<file path="src/rtl/cpu_bus_responder.sv">
// Byte-wide bus target for the CPU: scratch RAM, GPIO port and a prescaled 16-bit
// timer with compare/overflow interrupt. Reads are combinational; writes land on the clock edge.
module cpu_bus_responder #(
  parameter int RAM_DEPTH   = 224,
  parameter int SYNC_STAGES = 2
) (
  input  logic       clock,
  input  logic       reset,
  input  logic [7:0] address,
  input  logic       write_enable,
  input  logic [7:0] write_data,
  output logic [7:0] read_data,
  output logic [7:0] gpio_out,
  input  logic [7:0] gpio_in,
  output logic       timer_irq
);

  localparam logic [8:0] RAM_END      = 9'(RAM_DEPTH);
  localparam logic [7:0] A_GPIO_OUT   = 8'hF0;
  localparam logic [7:0] A_GPIO_IN    = 8'hF1;
  localparam logic [7:0] A_CTRL       = 8'hF2;
  localparam logic [7:0] A_STATUS     = 8'hF3;
  localparam logic [7:0] A_COUNT_LO   = 8'hF4;
  localparam logic [7:0] A_COUNT_HI   = 8'hF5;
  localparam logic [7:0] A_CAPTURE    = 8'hF6;
  localparam logic [7:0] A_COMPARE_LO = 8'hF7;
  localparam logic [7:0] A_COMPARE_HI = 8'hF8;

  logic [7:0]  ram [RAM_DEPTH];
  logic [7:0]  gpio_out_r;
  logic [7:0]  sync_q [SYNC_STAGES];
  logic        ctrl_en, ctrl_com, ctrl_ie;
  logic [3:0]  ctrl_p;
  logic        st_match, st_ovf;
  logic [15:0] count, snap, compare, prescaler;

  logic        ram_hit;
  logic        tick, set_match, set_ovf;
  logic        wr_status;
  logic [15:0] pre_mask, count_ticked, count_next;

  assign ram_hit   = ({1'b0, address} < RAM_END);
  assign wr_status = write_enable && (address == A_STATUS);

  // Tick when the low p prescaler bits are all ones; p = 0 gives an empty mask.
  always_comb begin
    pre_mask     = ~(16'hFFFF << ctrl_p);
    tick         = ctrl_en && ((prescaler & pre_mask) == pre_mask);
    set_match    = tick && (count == compare);
    set_ovf      = tick && !set_match && (count == 16'hFFFF);
    count_ticked = count + 16'd1;
    if (set_match && ctrl_com) count_ticked = 16'h0000;
    count_next = tick ? count_ticked : count;
    // A CPU byte load overrides the tick; the untouched byte keeps its pre-tick value.
    if (write_enable && address == A_COUNT_LO)      count_next = {count[15:8], write_data};
    else if (write_enable && address == A_COUNT_HI) count_next = {write_data, count[7:0]};
  end

  always_ff @(posedge clock) begin
    if (write_enable && ram_hit) ram[address] <= write_data;
  end

  always_ff @(posedge clock or posedge reset) begin
    if (reset) begin
      for (int i = 0; i < SYNC_STAGES; i++) sync_q[i] <= 8'h00;
    end else begin
      sync_q[0] <= gpio_in;
      for (int i = 1; i < SYNC_STAGES; i++) sync_q[i] <= sync_q[i-1];
    end
  end

  always_ff @(posedge clock or posedge reset) begin
    if (reset) begin
      gpio_out_r <= 8'h00;
      ctrl_en    <= 1'b0;
      ctrl_com   <= 1'b0;
      ctrl_ie    <= 1'b0;
      ctrl_p     <= 4'h0;
      st_match   <= 1'b0;
      st_ovf     <= 1'b0;
      count      <= 16'h0000;
      snap       <= 16'h0000;
      compare    <= 16'h0000;
      prescaler  <= 16'h0000;
    end else begin
      prescaler <= ctrl_en ? prescaler + 16'd1 : 16'h0000;
      count     <= count_next;
      // Set events take priority over a simultaneous write-1-to-clear.
      st_match  <= set_match | (st_match & ~(wr_status & write_data[0]));
      st_ovf    <= set_ovf   | (st_ovf   & ~(wr_status & write_data[1]));
      if (write_enable) begin
        case (address)
          A_GPIO_OUT:   gpio_out_r <= write_data;
          A_CTRL: begin
            ctrl_en  <= write_data[0];
            ctrl_com <= write_data[1];
            ctrl_ie  <= write_data[2];
            ctrl_p   <= write_data[7:4];
          end
          A_CAPTURE:    snap <= count;
          A_COMPARE_LO: compare[7:0]  <= write_data;
          A_COMPARE_HI: compare[15:8] <= write_data;
          default: ;
        endcase
      end
    end
  end

  always_comb begin
    read_data = 8'h00;
    if (ram_hit) begin
      read_data = ram[address];
    end else begin
      case (address)
        A_GPIO_OUT:   read_data = gpio_out_r;
        A_GPIO_IN:    read_data = sync_q[SYNC_STAGES-1];
        A_CTRL:       read_data = {ctrl_p, 1'b0, ctrl_ie, ctrl_com, ctrl_en};
        A_STATUS:     read_data = {6'd0, st_ovf, st_match};
        A_COUNT_LO:   read_data = snap[7:0];
        A_COUNT_HI:   read_data = snap[15:8];
        A_COMPARE_LO: read_data = compare[7:0];
        A_COMPARE_HI: read_data = compare[15:8];
        default:      read_data = 8'h00;
      endcase
    end
  end

  assign gpio_out  = gpio_out_r;
  assign timer_irq = ctrl_ie & (st_match | st_ovf);

endmodule

</file>
<file path="config.mk">
export PLATFORM = sky130hd
export DESIGN_NAME = cpu_bus_responder
export DESIGN_NICKNAME = d
export VERILOG_FILES = /design/src/rtl/cpu_bus_responder.sv
export SDC_FILE = /design/constraint.sdc
export NUM_CORES = 2
export LEC_CHECK = 0
export CORE_ASPECT_RATIO = 1.2
export CORE_MARGIN = 8
export CORE_UTILIZATION = 50
export DETAILED_ROUTE_END_ITERATION = 12
export MAX_ROUTING_LAYER = met4
export PLACE_DENSITY = 0.64
export SLEW_MARGIN = 20
export SYNTH_ARGS = -nofsm -noshare
export SYNTH_HDL_FRONTEND = slang
export SYNTH_SLANG_ARGS = --single-unit
</file>
<file path="constraint.sdc">
create_clock -name clock -period 3.1 [get_ports clock]
set_input_delay 0.31 -clock clock [delete_from_list [all_inputs] [get_ports clock]]
set_output_delay 0.31 -clock clock [all_outputs]
set_load 0.01 [all_outputs]
</file>
==> flow_results.org <==
** Worst setup path
- Critical path fanouts, max :: 2
- Data arrives at the worst endpoint at 3.58 ns.
- The signal on the critical path passes through mux4_2, mux4_2, a22oi_2, buf_6, o211ai_1, and2_4, a311o_2, buf_6.
- Across all register-to-register paths, the minimum setup slack is 0.31 ns.
- In this run the critical register-to-register path is launched from count[0]$_DFFE_PP0P_.
- Path type of the worst setup path :: reg -> out
- Maximum single-stage delay on the critical path :: 0.53 ns
- The worst setup path is launched from a register.
- Worst flop-to-flop path endpoint :: count[14]$_DFFE_PP0P_
- Endpoint type of the worst setup path :: output pin
- The most critical setup path has its endpoint at read_data[0].
- Cell with the biggest individual delay on the critical path :: sky130_fd_sc_hd__mux4_2
- Worst setup path startpoint :: ram[175][0]$_DFFE_PP_
- Path depth of the worst reg2reg path :: 8
- At the worst endpoint, the required time is 2.79 ns.

** Die
- Die width :: 369 um
- Vertical die dimension :: 439 um
- The die covers 0.162 sq mm.
- For this configuration, the core starts out at a cell density of 0.503.
- The floorplan has 155 rows.
- During I/O placement, the number of pins put on the boundary was 44.
- Core box area :: 0.149 sq mm

** Clock network
- Number of levels the H-tree was split into :: 4
- Latest clock arrival within the worst-skew pair :: 0.82 ns
- Cell chosen for the clock root :: sky130_fd_sc_hd__clkbuf_16
- Post-CTS Setup Inserts :: 0
- The longest clock path from root to sink contains 3 buffers.
- Total CTS buffers :: 179
- TritonCTS built the clock tree.
- Clk pin slew, worst setup/hold paths :: 0.06 ns
- CTS sink count :: 1888

** Drt
- The routed design has 199 mm of wire.
- Number of design-rule violations left by the first detailed-router iteration :: 4676
- In this run the remaining antenna-violating nets after routing total 0.
- Drt pass-1 iters :: 6
- Vias/cell :: 6.10
- In the routed design, unresolved DRC markers number 0.
- Overall via count from detail_route :: 40654
- WL/cell :: 29.9 um

** Timing
- Tightest Pin Transition :: 1.03 ns
- Across all setup checks in the final design, the least slack found is -0.790 ns.
- Minimum clock period :: 3.89 ns
- Between clock sinks in the finished design, the worst skew comes to 0.0171 ns.
- For this run, the top clock speed supported by timing is 0.257 GHz.
- Of the available clock period, the critical path in the final layout requires 1.25.
- Setup violations remaining at the end of the flow were counted as 8.
- Setup repair after global routing could not meet its margin everywhere.
- Max-slew violations :: 0
- Number of hold violations in the final report :: 0
- Headroom to the max-slew limit came out at 0.314.

** Logic synthesis
- In this run, synthesis produced a sequential element count of 1888.
- Ranked by total cell area, the synthesized netlist is headed by sky130_fd_sc_hd__edfxtp_1 (72%), sky130_fd_sc_hd__mux4_2 (11%), sky130_fd_sc_hd__dfrtp_1 (3.2%).
- Proportion of netlist area held by the largest area contributor :: 0.720
- Of the synthesized area, sequential elements account for 0.752.
- EDFF count, synth :: 1792
- Synthesis instantiated 74 different standard cells from the library.
- Post-Synthesis Net Count :: 3827
- Post-Syn Instances :: 3798
- Synthesized area :: 0.0747 sq mm
- Top flip-flop cell by instance count after synthesis :: sky130_fd_sc_hd__edfxtp_1
- Async set-or-reset flop fraction in the synthesized netlist :: 0.0508
- Top cell types by occurrence after synthesis :: sky130_fd_sc_hd__edfxtp_1 (1792), sky130_fd_sc_hd__mux4_2 (381), sky130_fd_sc_hd__nor2_1 (274)
- Avg Inst Size Synth :: 19.7 sq um
- Cell with the most instances after synthesis :: sky130_fd_sc_hd__edfxtp_1
- Of all cell types, the one taking the most synthesized area is sky130_fd_sc_hd__edfxtp_1.
- Yosys printed 0 warnings.

** Placement
- Setup Slack @ Placement :: -1.54 ns
- Input and output buffers added on the ports amount to 43.
- The placed instances occupy a cell area of 0.0828 sq mm.
- Post-DP HPWL :: 132 mm
- Routability-driven placement finished with a final weighted congestion of 0.918.

** Outcome
- Run status :: complete, but fails checks
- Violations in the final reports :: negative setup slack

** Pwr
- Worst ir drop on vdd :: 545 uV
- Power Dens Cells :: 597 mW/mm^2
- Sum of internal, switching and leakage power :: 53.3 mW
- Reported leakage power :: 30.3 nW

** Flow run
- Max-cap violations :: 0

** Finish
- Net count of the finished layout :: 4584
- Combined flip-flop and latch cell area :: 0.0562 sq mm
- Fill cell count :: 10736
- Summed area of non-filler cells in the final layout :: 0.0892 sq mm
- Relative to the synthesized area, the layout overhead comes to 19.3%.
- In the final layout, the share of cells above drive strength 1 is 0.325.
- Area occupied by multi-input gates :: 0.0175 sq mm

** GRT
- The first global-routing pass estimated 288 mm of wire.
- Overall overflow remaining after global route :: 0
- Vias in the first global route :: 40687
- Number of antenna violations at the first check in global routing :: 3
- For this run, the total global-route usage over all layers was measured as 0.251.
- Entering global routing, the biggest net connects 143 pins.

** Hold path
- The tightest min-delay check is of the in -> reg type.
## registers in the layout (all words and copies together) (netlist names)
name / cells
st_ovf: 1
gpio_out: 8
snap: 16
prescaler: 15
ram: 1792
compare: 16
sync_q: 16
ctrl_com: 1
ctrl_ie: 1
count: 16
st_match: 1
ctrl_p: 4
ctrl_en: 1
## where the power goes
| part | internal [mW] | switching (mW) | leakage, nW | total (mW) |
|---|---|---|---|---|
| Combinational | 1.38 | 1.92 | 10.1 | 3.30 |
| Sequential | 28.0 | 0.0839 | 17.4 | 28.1 |
| Clock | 12.5 | 9.40 | 2.86 | 21.9 |
| Total | 41.9 | 11.4 | 30.3 | 53.3 |
## critical path, delay by kind of cell, from the launching register on
family	cells	cell delay, ns
simple gates	1	0.23
mux	2	1.02
compound gates	3	0.83
buf+inv	2	0.31
flops	1	0.38
## area by class of cell
class / count / area share
clock inverter: 108 / 0.0121
antenna: 1 / 0.0000281
inverter: 23 / 0.00102
multi-input combinational: 1666 / 0.196
timing repair buffer: 797 / 0.0793
clock buffer: 215 / 0.0531
sequential: 1888 / 0.631
tap: 1962 / 0.0275
## cell families after synthesis
| group | Yosys count | synth area share |
|---|---|---|
| flops | 1888 | 0.752 |
| mux | 667 | 0.154 |
| simple gates | 596 | 0.0365 |
| buf+inv | 244 | 0.0183 |
| compound gates | 372 | 0.0350 |
| fa+ha+maj | 3 | 0.000469 |
| xor+xnor | 28 | 0.00328 |
## per-stage QoR
stage | cells | hold slack (ns) | TNS (ns) | util
after floorplan | 3798 | 0.331 | 0 | -
after global placement | 6330 | 0.336 | -151.11 | 0.558
after detailed placement | 6330 | 0.337 | -170.90 | 0.558
after CTS | 6657 | 0.0294 | -4.81 | 0.599
after global routing | 6660 | 0.0572 | -4.76 | 0.600
final | 6660 | 0.0775 | -4.16 | 0.600
## per-layer routing
layer,track usage,vias to the layer above,part of all wire
li1,-,17083,-
met1,0.339,21401,0.40
met2,0.397,1817,0.49
met3,0.0415,353,0.076
met4,0.0773,0,0.032
met5,-,-,0
## cell usage in the layout, fill, tap and decap left out, types with 6 or more instances in the layout
master,synthesis,routed
sky130_fd_sc_hd__buf_6,35,11
sky130_fd_sc_hd__a22o_1,15,14
sky130_fd_sc_hd__dfrtp_1,96,96
sky130_fd_sc_hd__o211ai_1,13,13
sky130_fd_sc_hd__buf_12,0,65
sky130_fd_sc_hd__clkdlybuf4s50_1,0,21
sky130_fd_sc_hd__inv_6,0,6
sky130_fd_sc_hd__clkbuf_8,0,10
sky130_fd_sc_hd__mux2_2,54,54
sky130_fd_sc_hd__nand2b_1,7,7
sky130_fd_sc_hd__dlygate4sd3_1,0,10
sky130_fd_sc_hd__a221oi_1,10,8
sky130_fd_sc_hd__and3_1,18,17
sky130_fd_sc_hd__edfxtp_1,1792,1792
sky130_fd_sc_hd__a22oi_1,86,84
sky130_fd_sc_hd__clkbuf_1,95,26
sky130_fd_sc_hd__and2_1,23,22
sky130_fd_sc_hd__inv_1,21,20
sky130_fd_sc_hd__xnor2_1,25,25
sky130_fd_sc_hd__nand2_1,119,115
sky130_fd_sc_hd__nor3_1,15,15
sky130_fd_sc_hd__clkinv_2,0,35
sky130_fd_sc_hd__o21ai_0,57,49
sky130_fd_sc_hd__o22ai_1,48,48
sky130_fd_sc_hd__o221ai_1,20,19
sky130_fd_sc_hd__mux4_2,381,381
sky130_fd_sc_hd__nor2_1,274,271
sky130_fd_sc_hd__buf_4,30,672
sky130_fd_sc_hd__a21oi_1,39,35
sky130_fd_sc_hd__nand3_1,55,52
sky130_fd_sc_hd__clkbuf_16,0,183
sky130_fd_sc_hd__nor2b_1,19,14
sky130_fd_sc_hd__mux2i_1,232,230
sky130_fd_sc_hd__bufinv_16,0,19
sky130_fd_sc_hd__nand4_1,24,24
sky130_fd_sc_hd__a211oi_1,16,15
sky130_fd_sc_hd__clkinv_1,0,34
## worst min path at each step
stage / from / to / cells after the start
after floorplan: sync_q[8]$_DFF_PP0_ / sync_q[0]$_DFF_PP0_ / 0
after global placement: sync_q[14]$_DFF_PP0_ / sync_q[6]$_DFF_PP0_ / 0
after detailed placement: sync_q[9]$_DFF_PP0_ / sync_q[1]$_DFF_PP0_ / 0
after CTS: write_data[6] / ram[196][6]$_DFFE_PP_ / 1
after global routing: write_data[6] / ram[195][6]$_DFFE_PP_ / 1
final: write_data[6] / ram[195][6]$_DFFE_PP_ / 1
## what timing repair did
item | CTS | global route
hold buffers | 9 | 1
pin swaps | 26 | 19
endpoints found under the hold margin | 48 | 19
endpoints found under the setup margin | 8 | 8
gates resized for setup | 101 | 21
cloned | 0 | 0
No activity file was read; power rests on OpenSTA's default activity.
